--- src/rtl/discrete_i2s_tx.sv ---
// Discrete-sound sink: double-buffers signed 16-bit L/R samples and serialises them as I2S (MSB first, one-bit delay).
// Latency: a sample captured before a frame load appears on sdata at the load cycle; no backpressure, underrun/overrun are flagged instead.
module discrete_i2s_tx #(
  parameter int BCLK_DIV = 4
) (
  input  logic        clk,
  input  logic        I_RSTn,
  input  logic        audio_clk_en,
  input  logic [15:0] in_left,
  input  logic [15:0] in_right,
  input  logic        mute,
  output logic        sclk,
  output logic        lrclk,
  output logic        sdata,
  output logic        underrun,
  output logic        overrun
);

  localparam logic [7:0] DIV_LAST = 8'(BCLK_DIV - 1);

  logic [7:0]  div_cnt;
  logic [4:0]  bit_cnt;
  logic [31:0] staging;
  logic [31:0] last_frame;
  logic [31:0] shreg;
  logic        fresh;

  logic        wrap;
  logic        sclk_fall;
  logic        load;
  logic [4:0]  slot_next;
  logic [31:0] load_word;

  always_comb begin
    wrap      = (div_cnt == DIV_LAST);
    sclk_fall = wrap & sclk;
    slot_next = bit_cnt + 5'd1;
    load      = sclk_fall & (slot_next == 5'd1);
    // The load always consumes the pre-capture staging value, even if a strobe lands on the same cycle.
    load_word = mute ? 32'd0 : (fresh ? staging : last_frame);
  end

  always_ff @(posedge clk or negedge I_RSTn) begin
    if (!I_RSTn) begin
      div_cnt    <= 8'd0;
      bit_cnt    <= 5'd31;
      sclk       <= 1'b0;
      lrclk      <= 1'b0;
      sdata      <= 1'b0;
      underrun   <= 1'b0;
      overrun    <= 1'b0;
      staging    <= 32'd0;
      last_frame <= 32'd0;
      shreg      <= 32'd0;
      fresh      <= 1'b0;
    end else begin
      div_cnt <= wrap ? 8'd0 : div_cnt + 8'd1;
      if (wrap) sclk <= ~sclk;

      if (sclk_fall) begin
        bit_cnt <= slot_next;
        lrclk   <= slot_next[4];
        if (load) begin
          sdata <= load_word[31];
          shreg <= {load_word[30:0], 1'b0};
        end else begin
          sdata <= shreg[31];
          shreg <= {shreg[30:0], 1'b0};
        end
      end

      underrun <= load & ~fresh;
      overrun  <= audio_clk_en & fresh & ~load;

      if (load && fresh) last_frame <= staging;

      if (audio_clk_en) begin
        staging <= {in_left, in_right};
        fresh   <= 1'b1;
      end else if (load) begin
        fresh <= 1'b0;
      end
    end
  end

endmodule

--- config.mk ---
export PLATFORM = sky130hd
export DESIGN_NAME = discrete_i2s_tx
export DESIGN_NICKNAME = d
export VERILOG_FILES = /design/src/rtl/discrete_i2s_tx.sv
export SDC_FILE = /design/constraint.sdc
export NUM_CORES = 1
export LEC_CHECK = 0
export BUFFER_PORTS_ARGS = -buffer_cell sky130_fd_sc_hd__buf_4
export CAP_MARGIN = 20
export CORE_AREA = 8 8 110 112
export DETAILED_ROUTE_END_ITERATION = 10
export DIE_AREA = 0 0 118 120
export PLACE_DENSITY = 0.78
export SYNTH_ARGS = -nofsm -noshare
export SYNTH_HDL_FRONTEND = slang
export SYNTH_SLANG_ARGS = --single-unit
--- constraint.sdc ---
create_clock -name clk -period 2.74 [get_ports clk]
set_input_delay 0.548 -clock clk [delete_from_list [all_inputs] [get_ports clk]]
set_output_delay 0.548 -clock clk [all_outputs]
set_load 0.05 [all_outputs]
; Word-level counts from Yosys, hierarchy flattened
; Cells that the tools add are included.
[totals]
wordCells = 32
input_bits = 36
ff_bits = 115
[classes]
n_eq_ne = 2
n_reduce_logical = 2
bitwise_logic = 8
add_sub_neg = 2
mux = 7
[ops]
columns = operator, n
row1 = $mux 32, 3
row2 = $add 8x1->8 const B, 1
row3 = $eq 8x2->1 const B, 1
row4 = $mux 8, 1
row5 = $add 5x1->5 const B, 1
row6 = $and 1x1->1, 5
row7 = $eq 5x1->1 const B, 1
row8 = $mux 1, 3
row9 = $not 1->1, 3
row10 = $reduce_bool 2->1, 1
row11 = $logic_and 1x1->1, 1

; Logic depth before layout (Yosys ltp)
[logic_depth]
word_depth = 5
ltp_mapped = 8

; Least setup slack after synthesis
; OpenSTA, ideal clock, no wires.
[synth_path]
kind = reg-to-reg
from = register bit_cnt[0]
to = register last_frame[10]
path_stages_with_launch = 7
setup_slack_ns = 0.895
n_path_buf = 1
arrival_time_ns = 1.720
required_time_ns = 2.615
setup_time_ns = 0.125
cell_sequence = dfstp_2 ha_1 nor4_1 or2_2 nand3_4 buf_6 mux2_4
[synth_between]
elab_chain_len = 4
[synth_lines]
columns = item, line_no
row1 = "start, declared", 22  ; logic [4:0] bit_cnt;
row2 = "start signal, assigned", 61  ; bit_cnt <= slot_next;
row3 = $add 5x1->5, 37  ; slot_next = bit_cnt + 5'd1;
row4 = $eq 5x1->1, 38  ; load = sclk_fall & (slot_next == 5'd1);
row5 = $and 1x1->1, 38
row6 = $logic_and 1x1->1, 75  ; if (load && fresh) last_frame <= staging;
row7 = "end signal, assigned", 75
row8 = "end, declared", 24  ; logic [31:0] last_frame;
; Every way passes these cells.
; A chain may end at the register's enable or synchronous reset.

; Worst setup path after layout
[layout_path]
from = register div_cnt[0]
to = register last_frame[21]
[layout_between]
elab_chain_len = 4
[layout_lines]
columns = item, line_no
row1 = "start, declared", 21  ; logic [7:0] div_cnt;
row2 = "start signal, assigned", 57  ; div_cnt <= wrap ? 8'd0 : div_cnt + 8'd1;
row3 = $eq 8x2->1, 35  ; wrap = (div_cnt == DIV_LAST);
row4 = $and 1x1->1, 36  ; sclk_fall = wrap & sclk;
row5 = $and 1x1->1, 38
row6 = $logic_and 1x1->1, 75
; Every way passes these cells.

==> results.json <==
{
  "clockBufferDepth": 2,
  "clock-root-buffer": "clkbuf_8",
  "fin_skew_ns": 0.00905,
  "required_ns": 3.14,
  "clock_sinks": 114,
  "grt_usage_pct": 14.8,
  "drt_iter0_drc": 214,
  "worstPathCellList": "ha_1, nor3b_1, and2_1, nand3_4, buf_12, mux2_4",
  "wire_per_inst_um": 16.9,
  "slew_violations": 0,
  "leakage_nw": 2.98,
  "r2r_end": "last_frame[21]",
  "io_pins": 41,
  "synthCells": 386,
  "grt_max_degree": 48,
  "place_congestion": 0.774,
  "clk_latency_ns": 0.52,
  "slowest_stage": "dfrtp_1",
  "slew_headroom_pct": 58.9,
  "timing.final.crit_share_pct": 83.7,
  "grt_util_met2_pct": 24.5,
  "critPathMaxStageDelay_ns": 0.39,
  "syn_area_mm2": 0.00503,
  "hpwl_um": 6070,
  "grt_pass1_wl_um": 17000,
  "max_freq_mhz": 436,
  "end_kind": "flip-flop",
  "drive_above_1_share_pct": 34.1,
  "maxCapViolCount": 0,
  "critical_path.top_delay_family": "simple AND/OR/NAND/NOR gates",
  "use_met1_pct": 17.8,
  "nets": 468,
  "die_x_um": 118,
  "wl_um": 9800,
  "vias_per_cell": 5.40,
  "num_vias": 3131,
  "path_max_fanout": 25,
  "fp.coreArea_mm2": 0.0105,
  "hold_viol_final": 0,
  "rsz0062_at_grt": "no",
  "cts_inserted_buffers": 17,
  "reg2regPathDepth": 6,
  "antenna_found_initial": 0,
  "critical_path_class": "reg -> reg",
  "period_needed_ns": 2.29,
  "hold_buffers": 0,
  "reg2reg_slack_ns": 0.45,
  "final_cell_mix": "dfrtp_1, buf_4, nand3_1, nand2_1, mux2_2",
  "yosys_warnings": 0,
  "final_antenna_net_count": 0,
  "ys_types": 31,
  "tritoncts": "built",
  "post_dp_cell_area_mm2": 0.00548,
  "dieArea_mm2": 0.0142,
  "setup_tns_ns": 0,
  "synth_area_per_cell_um2": 13.0,
  "hold_class": "in -> async",
  "drtPass1Iterations": 4,
  "setup_viol": 0,
  "dieHeight_um": 120,
  "whs_ns": 0.0432,
  "startpoint_type": "flip-flop",
  "route.detailed.drc": 0,
  "port-buffer-count": 40,
  "use_met3_pct": 4.23,
  "yosys_register_bits": 114,
  "crit_arrival_ns": 2.69,
  "cts_resized": 0,
  "postLayoutCoreUtil_pct": 58.0,
  "htreeDepth": 4,
  "ir_drop_v": 0.000518,
  "worst_pin_slew_ns": 0.617,
  "yosysSeqAreaShare_pct": 56.8,
  "clkTransAtPathRegs_ns": 0.05,
  "post-cts-setup-buffers": 0,
  "pre_cts_ws_ns": 0.484,
  "fin_ws_ns": 0.446,
  "rows": 38,
  "cp.depth": 6,
  "grt_pass1_vias": 3496,
  "synth_nets": 425,
  "grt_overflow": 0,
  "syn_to_final_growth_pct": 21.1,
  "start_util_pct": 47.9,
  "grt-busiest-layer": "met2",
  "stdcell_area_mm2": 0.00610,
  "yosysTopAreaCellShare_pct": 54.2,
  "yosys.area.top_type": "dfrtp_1",
  "antenna_cells": 0,
  "crit_buf_inv": 1,
  "mostFrequentLayoutCell": "dfrtp_1",
  "synth_area_leaders": "dfrtp_1, mux2_4, mux2_2",
  "r2r_start": "div_cnt[0]",
  "status": "complete, no violations",
  "fill_cells": 812,
  "power_density_mw_per_mm2": 736
}
## synth_stat cells
| cell | instances |
|---|---|
| nor4_1 | 1 |
| mux2i_1 | 32 |
| nand4_1 | 2 |
| o21ai_0 | 2 |
| xnor2_1 | 8 |
| inv_1 | 2 |
| a211o_1 | 1 |
| buf_2 | 8 |
| o211ai_1 | 31 |
| buf_1 | 1 |
| nand2_1 | 37 |
| nand3_1 | 37 |
| nor3b_1 | 1 |
| a32o_1 | 1 |
| nand3_4 | 1 |
| a21oi_1 | 2 |
| buf_4 | 1 |
| mux2_2 | 34 |
| nor2_1 | 7 |
| a21o_1 | 1 |
| dfrtp_1 | 109 |
| xor2_1 | 4 |
| clkbuf_1 | 12 |
| ha_1 | 3 |
| mux2_4 | 30 |
| or2_2 | 2 |
| dfstp_2 | 5 |
| and3_1 | 6 |
| nor4_2 | 1 |
| buf_6 | 3 |
| and2_1 | 1 |
## stage by stage
stage | power, W | cells
2_1_floorplan | 0.00208 | 386
3_3_place_gp | 0.00219 | 550
3_5_place_dp | 0.00221 | 550
4_1_cts | 0.00453 | 580
5_1_grt | 0.00464 | 580
6_report | 0.00449 | 580
## state kept, by name (all words and copies together) (netlist names)
register    count
last_frame     32
staging        32
shreg          31
div_cnt         8
bit_cnt         5
fresh           1
lrclk           1
overrun         1
sclk            1
sdata           1
underrun        1
## worst register-to-register path, stage by stage, from the launching register on
cell and delay, ns:
dfrtp_1 0.39, ha_1 0.23, nor3b_1 0.36, and2_1 0.36, nand3_4 0.25, buf_12 0.26
mux2_4 0.34
## worst max path at each step
stage                from        endpoint  slack (ns)
2_1_floorplan  bit_cnt[0]  last_frame[10]        0.89
3_3_place_gp   bit_cnt[0]  last_frame[31]        0.64
3_5_place_dp   div_cnt[0]  last_frame[20]        0.48
4_1_cts        div_cnt[0]  last_frame[21]        0.47
5_1_grt        div_cnt[0]  last_frame[13]        0.35
6_report       div_cnt[0]  last_frame[21]        0.45
## layout make-up
type,instances,area [um2],share of cell area (%)
Clock inverter,4,120,1.97
Clock buffer,26,498,8.17
Timing Repair Buffer,49,393,6.44
Inverter,2,7.51,0.123
Tap cell,140,175,2.87
Sequential cell,114,2860,46.9
Multi-Input combinational cell,245,2040,33.5
## cell families (layout without fill, tap and decap cells)
group	Yosys count	count (layout)	share of synthesized area, %
xor gates and xnor gates	12	12	2.09
muxes	96	96	22.9
buffers and inverters	27	81	2.73
DFF	114	114	56.8
AOI/OAI and AO/OA	38	38	5.54
adders and majority gates	3	3	0.746
and+or+nand+nor	96	96	9.20
## where the power goes
part | internal [W] | total, W | switching, W
registers | 0.00181 | 0.00190 | 0.0000854
clock network | 0.00159 | 0.00231 | 0.000717
logic | 0.000174 | 0.000283 | 0.000108
total | 0.00358 | 0.00449 | 0.000911
## routing by layer
| metal | share of wire [%] | wire (um) |
|---|---|---|
| met5 | 0 | 0 |
| met4 | 1.8 | 172 |
| met2 | 48 | 4720 |
| met1 | 47 | 4560 |
| met3 | 3.5 | 340 |
No activity file was read; power rests on OpenSTA's default activity.
